File: src/rtl/pipelined_addsub.sv
// pipelined_addsub: chunked add/subtract pipeline with registered inter-chunk carry, valid/ready flow control and flags
module pipelined_addsub #(
  parameter int WIDTH  = 32,
  parameter int STAGES = 4
) (
  input  logic             clk,
  input  logic             rst,
  input  logic             in_valid,
  output logic             in_ready,
  input  logic [WIDTH-1:0] a,
  input  logic [WIDTH-1:0] b,
  input  logic             cin,
  input  logic             sub,
  output logic             out_valid,
  input  logic             out_ready,
  output logic [WIDTH-1:0] sum,
  output logic             cout,
  output logic             ovf
);
  localparam int CW = WIDTH / STAGES;
  logic [STAGES-1:0] r_v, r_c;
  logic [WIDTH-1:0]  r_a [STAGES];
  logic [WIDTH-1:0]  r_b [STAGES];
  logic [WIDTH-1:0]  r_s [STAGES];
  logic [STAGES-1:0] w_v, w_c, w_cn;
  logic [WIDTH-1:0]  w_a [STAGES];
  logic [WIDTH-1:0]  w_b [STAGES];
  logic [WIDTH-1:0]  w_s [STAGES];
  logic [WIDTH-1:0]  w_sn [STAGES];
  logic [CW:0]       w_add [STAGES];
  logic              w_stall;
  assign w_stall   = r_v[STAGES-1] & ~out_ready;
  assign in_ready  = ~w_stall;
  assign out_valid = r_v[STAGES-1];
  assign sum       = r_s[STAGES-1];
  assign cout      = r_c[STAGES-1];
  assign ovf       = (r_a[STAGES-1][WIDTH-1] == r_b[STAGES-1][WIDTH-1]) &
                     (r_s[STAGES-1][WIDTH-1] != r_a[STAGES-1][WIDTH-1]);
  // stage inputs (conditioned operands for stage 0, previous stage registers otherwise) and per-chunk add
  always_comb begin
    w_a[0] = a;
    w_b[0] = sub ? ~b : b;
    w_c[0] = sub ? ~cin : cin;
    w_s[0] = '0;
    w_v[0] = in_valid & in_ready;
    for (int k = 1; k < STAGES; k++) begin
      w_a[k] = r_a[k-1];
      w_b[k] = r_b[k-1];
      w_c[k] = r_c[k-1];
      w_s[k] = r_s[k-1];
      w_v[k] = r_v[k-1];
    end
    for (int k = 0; k < STAGES; k++) begin
      w_add[k] = {1'b0, w_a[k][k*CW +: CW]} + {1'b0, w_b[k][k*CW +: CW]} + {{CW{1'b0}}, w_c[k]};
      w_sn[k] = w_s[k];
      w_sn[k][k*CW +: CW] = w_add[k][CW-1:0];
      w_cn[k] = w_add[k][CW];
    end
  end
  // pipeline registers advance together unless the output is stalled; data only loads on valid slots
  always_ff @(posedge clk)
    if (rst) begin
      r_v <= '0;
      r_c <= '0;
      for (int k = 0; k < STAGES; k++) begin
        r_a[k] <= '0;
        r_b[k] <= '0;
        r_s[k] <= '0;
      end
    end else if (!w_stall) begin
      r_v <= w_v;
      for (int k = 0; k < STAGES; k++)
        if (w_v[k]) begin
          r_a[k] <= w_a[k];
          r_b[k] <= w_b[k];
          r_s[k] <= w_sn[k];
          r_c[k] <= w_cn[k];
        end
    end
endmodule

File: config.mk
export PLATFORM = sky130hd
export DESIGN_NAME = pipelined_addsub
export DESIGN_NICKNAME = d
export VERILOG_FILES = /design/src/rtl/pipelined_addsub.sv
export SDC_FILE = /design/constraint.sdc
export NUM_CORES = 1
export LEC_CHECK = 0
export ABC_AREA = 1
export ABC_CLOCK_PERIOD_IN_PS = 2450
export BUFFER_PORTS_ARGS = -buffer_cell sky130_fd_sc_hd__buf_4
export CAP_MARGIN = 20
export CORE_UTILIZATION = 53
export CTS_CLUSTER_SIZE = 14
export DETAILED_ROUTE_END_ITERATION = 16
export PLACE_DENSITY = 0.76
export SLEW_MARGIN = 20
export SYNTH_ARGS = -nofsm -noshare
export SYNTH_HDL_FRONTEND = slang
export SYNTH_SLANG_ARGS = --single-unit
File: constraint.sdc
create_clock -name clk -period 2.45 [get_ports clk]
set_input_delay 0.1225 -clock clk [delete_from_list [all_inputs] [get_ports clk]]
set_output_delay 0.1225 -clock clk [all_outputs]
set_load 0.01 [all_outputs]
**Word level (Yosys, flattened, before mapping)**

Memory sizes are Yosys's and may differ from the RTL's.
Index checks and enable logic that the tools add are counted.
W data, S select, Z words.

- Multiplexer cells: 32
- Bitwise operators: 19
- Add/sub/neg operators: 8
- Reduce and logical (&&, ||, !) cells: 4
- Equality and inequality tests: 2

Operator list:

| kind | number |
|---|---|
| $mux W32 | 13 |
| $add A8 B8 Y9 | 4 |
| $add A9 B1 Y9 | 4 |
| $not A32 Y32 | 1 |
| $mux W1 | 19 |
| $or A1 B1 Y1 | 12 |
| $reduce_and A2 Y1 | 4 |
| $and A1 B1 Y1 | 3 |
| $not A1 Y1 | 3 |
| $eq A1 B1 Y1 | 1 |
| $ne A1 B1 Y1 | 1 |

- Output and inout bits: 36
- Register bits: 8
- Memories: 3
- Word-level logic and storage cells: 73
- Bits in writable memories: 384

Memories:

| memory | depth | width | read ports | clocked after memory_dff | wr ports | line | RTL |
|---|---|---|---|---|---|---|---|
| r_a | 4 | 32 | 4 | 0 | 4 | 22 | `logic [WIDTH-1:0] r_a [STAGES];` |
| r_b | 4 | 32 | 4 | 0 | 4 | 23 | `logic [WIDTH-1:0] r_b [STAGES];` |
| r_s | 4 | 32 | 4 | 0 | 4 | 24 | `logic [WIDTH-1:0] r_s [STAGES];` |

**Longest topological paths before layout**

- Depth in word-level cells: 9
- Mapped depth: 13

**Worst setup path after synthesis**

Ideal clock, no wire load.

- Kind: reg-to-reg
- From: register r_v[3]
- To: memory r_a[0][10], enable pin
- Clock period less this slack: 2.404 ns
- Buffers on the path: 0
- Data required time: 1.813 ns
- Stages on the path, launching flop included: 6
- Arrival time: 1.768 ns
- Library setup time: 0.637 ns
- Slack: 0.046 ns
- Cell sequence: dfxtp_1 -> inv_1 -> nor2_8 -> inv_6 -> nand2_1 -> nand2_1

RTL lines:

| item | line | RTL |
|---|---|---|
| start, declared | 21 | `logic [STAGES-1:0] r_v, r_c;` |
| start signal, assigned | 71 | `r_v <= w_v;` |
| end, declared | 22 |  |

==> impl_metrics.csv <==
group,metric,value,unit
cells_and_area,final_layout_size_suffix_gt1_frac,0.176,
cells_and_area,final_cells,1195,
sta,timing.setup.tns,0,ns
floorplan,placement_rows,47,
flow_run,maxCapViolCount,0,
yosys,synth-adder-area-share,0.0561,
drt,post_drt_wl_per_cell,11.8,um
cts,clkLatencyLatePin,0.42,ns
yosys,synthMuxAreaShare,0,
cts,tritoncts,"done",
cts,numClockSinks,186,
power_and_ir_drop,seq_power_share,0.513,
power_and_ir_drop,power.combinational.fraction,0.110,
yosys,synth_simple_gate_area_share,0.167,
power_and_ir_drop,power.share.clock,0.377,
status,outcome,"completed",
placed_design,buffer_ports.inserted,105,
yosys,netlist_instances,867,
placed_design,place_area,0.00982,sq mm
drt,postRouteAntennaNets,0,
yosys,synth_top_family_by_area,"simple AND/OR/NAND/NOR gates",
power_and_ir_drop,power_per_cell_area,692,mW/mm^2
power_and_ir_drop,switching_power,1.64,mW
sta,report.final.slew_viol_count,0,
floorplan,die_y,133,um
yosys,synth.top_cells.by_count,"196 x sky130_fd_sc_hd__nor2_1, 178 x sky130_fd_sc_hd__edfxtp_1, 169 x sky130_fd_sc_hd__inv_1",
cells_and_area,post-route-cell-area,0.0106,sq mm
global_routing,grt_overflow_total,0,
placed_design,placedCellCount,1148,
cts,post_cts_buffers,0,
critical_path,cp.arrival,2.16,ns
critical_path,setup.worst_path.end_class,"flip-flop",
sta,final-setup-viol-count,0,
critical_path,path_max_fanout,3,
global_routing,pin_count_of_the_biggest_net_entering_global_routing,57,
yosys,syn_area_per_cell,10.5,sq um
sta,final.setup_skew,0.00693,ns
sta,rsz0062_at_grt,"no",
sta,worst-slew-pin-transition,0.616,ns
sta,finalCriticalPeriod,1.97,ns
drt,number_of_design_rule_violations_left_by_the_first_detailed_router_iteration,313,
critical_path,worst_ep_required_time,2.63,ns
yosys,synth-warning-count,0,
sta,final-hold-violation-count,0,
yosys,synth_largest_area_cell,"sky130_fd_sc_hd__edfxtp_1",
drt,totalWireLength,14100,um
drt,post_drt_via_cell_ratio,4.55,
drt,post-route-drc-count,0,
floorplan,floorplan.initialDensity,0.545,
power_and_ir_drop,switching_share,0.223,
placed_design,gp_routability_congestion,0.862,
drt,drt-pass1-iter-count,4,
cts,ctsHtreeMaxLevel,4,
cells_and_area,n_fill_cell,1319,
floorplan,io_pins,106,
power_and_ir_drop,vdd_ir_drop_max,0.518,mV
global_routing,global_route.usage.total,0.174,
yosys,ys_seq_elements,186,
power_and_ir_drop,power_report.internal_total,5.69,mW
global_routing,first_global_vias,5227,
sta,finalCritPeriodShare,0.805,
floorplan,horizontal_die_dimension,133,um
cells_and_area,antenna_cells_inserted,0,
cts,clkTransAtPathRegs,0.06,ns
cts,clockRootBuffer,"sky130_fd_sc_hd__clkbuf_16",
worst_hold_path,hold_path.class,"input pin to flip-flop",
yosys,mappedNetlistNets,973,
critical_path,timing.critical_path.from_type,"flip-flop",
yosys,synth-async-reset-ratio,0,
yosys,yosys.cell_types.count,31,
yosys,synth_area_in_compound_gates,0.0191,
power_and_ir_drop,leak,4.71,nW
yosys,netlist_area,0.00910,sq mm
floorplan,die-area,0.0177,sq mm
critical_path,worstSetupPathType,"flip-flop to flip-flop",
cells_and_area,layout.nets,1068,
cells_and_area,area.growth.synth_to_final,16.3,%
sta,achievable-frequency,0.507,GHz
cts,cts_max_path_buffers,2,
floorplan,core_area,0.0167,sq mm
global_routing,grt_pass1_wl,24100,um
drt,vias,5432,
yosys,netlist.area_leader.share,0.587,
placed_design,dp_hpwl,9780,um
yosys,yosys.cell_count.top_type,"sky130_fd_sc_hd__nor2_1",
cells_and_area,utilization,0.634,
yosys,synth_flop_cell,"sky130_fd_sc_hd__edfxtp_1",
cts,cts_inserted_buffers,17,
yosys,synth_sequential_area_ratio,0.605,
yosys,synth.area.top_cells,"sky130_fd_sc_hd__edfxtp_1 59%, sky130_fd_sc_hd__nor2_1 8.1%, sky130_fd_sc_hd__inv_1 7.0%, sky130_fd_sc_hd__ha_1 3.8%, sky130_fd_sc_hd__nand2_1 3.8%",
sta,max-slew-margin-rel,0.590,
yosys,xor_xnor_share_of_the_synthesized_area,0.0318,
yosys,synth-edff-count,178,
global_routing,grt_antenna_before_repair,0,
what timing repair did:
action                    in CTS  in global routing
hold endpoints to repair      15                  0
hold buffers                  15                  0
resized for setup              0                  0
area by class of cell:
type	instances	area (sq um)	area share
Timing Repair Buffer	128	1020	0.0967
Clock buffer	23	498	0.0471
Tap cell	220	275	0.0260
Sequential cell	186	5510	0.520
Multi-Input combinational cell	454	2500	0.236
Inverter	175	668	0.0631
Clock inverter	9	109	0.0103
per-stage QoR:
stage | total power [mW] | setup slack [ns] | hold slack (ns)
floorplan | 4.38 | 0.0456 | 0.235
global placement | 4.59 | 0.528 | 0.362
detailed placement | 4.61 | 0.492 | 0.373
CTS | 7.37 | 0.480 | 0.00240
global route | 7.61 | 0.407 | 0.0150
finish | 7.32 | 0.477 | 0.0219
cells by family after synthesis:
group,count (synthesis)
simple gates,351
buf+inv,227
xor+xnor,33
fa+ha+maj,36
compound gates,34
flops,186
final timing paths:
path              from         end  slack (ns)  cells after the start
max          r_b[0][8]  r_s[0][46]        0.48                      8
min reg2reg     r_c[3]      r_c[3]        0.50                      2
max reg2reg  r_b[0][8]  r_s[0][46]        0.48                      8
min              a[18]  r_a[0][18]        0.02                      3
critical path, cell delays in order (launching register included):
cell                       delay [ns]
sky130_fd_sc_hd__edfxtp_1        0.39
sky130_fd_sc_hd__fa_1            0.44
sky130_fd_sc_hd__fa_1            0.40
sky130_fd_sc_hd__nand2_1         0.09
sky130_fd_sc_hd__nand2_1         0.08
sky130_fd_sc_hd__nand3b_1        0.14
sky130_fd_sc_hd__nand3_1         0.08
sky130_fd_sc_hd__nand2_1         0.07
sky130_fd_sc_hd__nor2_1          0.03
layer usage:
metal	part of all wire	wire, um	vias up	track usage
met5	0	0	-	0
met4	0.019	263	0	0.0785
met3	0.041	580	19	0.0326
met2	0.44	6270	137	0.270
met1	0.50	7030	2405	0.241
li1	-	-	2871	-
sequential cells by signal, summed over array words and instances (netlist names):
register,count
r_c,4
r_a,49
r_s,80
r_v,4
r_b,49
layout by cell type, fill, tap and decap left out, drive strengths merged, types with 2 or more instances in the layout:
cell type    netlist  layout
nor2             203     203
edfxtp           178     178
inv              174     177
buf               52     113
nand2             95      95
a21oi             30      30
ha                28      28
nand3             26      26
xnor2             25      25
clkbuf             0      23
dlygate4sd3        0      15
xor2               8       8
or2                8       8
nand3b             8       8
fa                 8       8
dfxtp              8       8
and2               7       7
clkinv             1       4
o21ai              4       4
nor3b              4       4
bufinv             0       2
power groups by stage:
stage	Clock (mW)	Sequential, mW	Combinational (mW)
4_1_cts	2.80	3.76	0.810
3_3_place_gp	0	3.82	0.767
6_report	2.76	3.76	0.806
3_5_place_dp	0	3.83	0.782
2_1_floorplan	0	3.81	0.569
5_1_grt	2.92	3.78	0.914
Note: power is estimated with default switching activity, not from simulation.
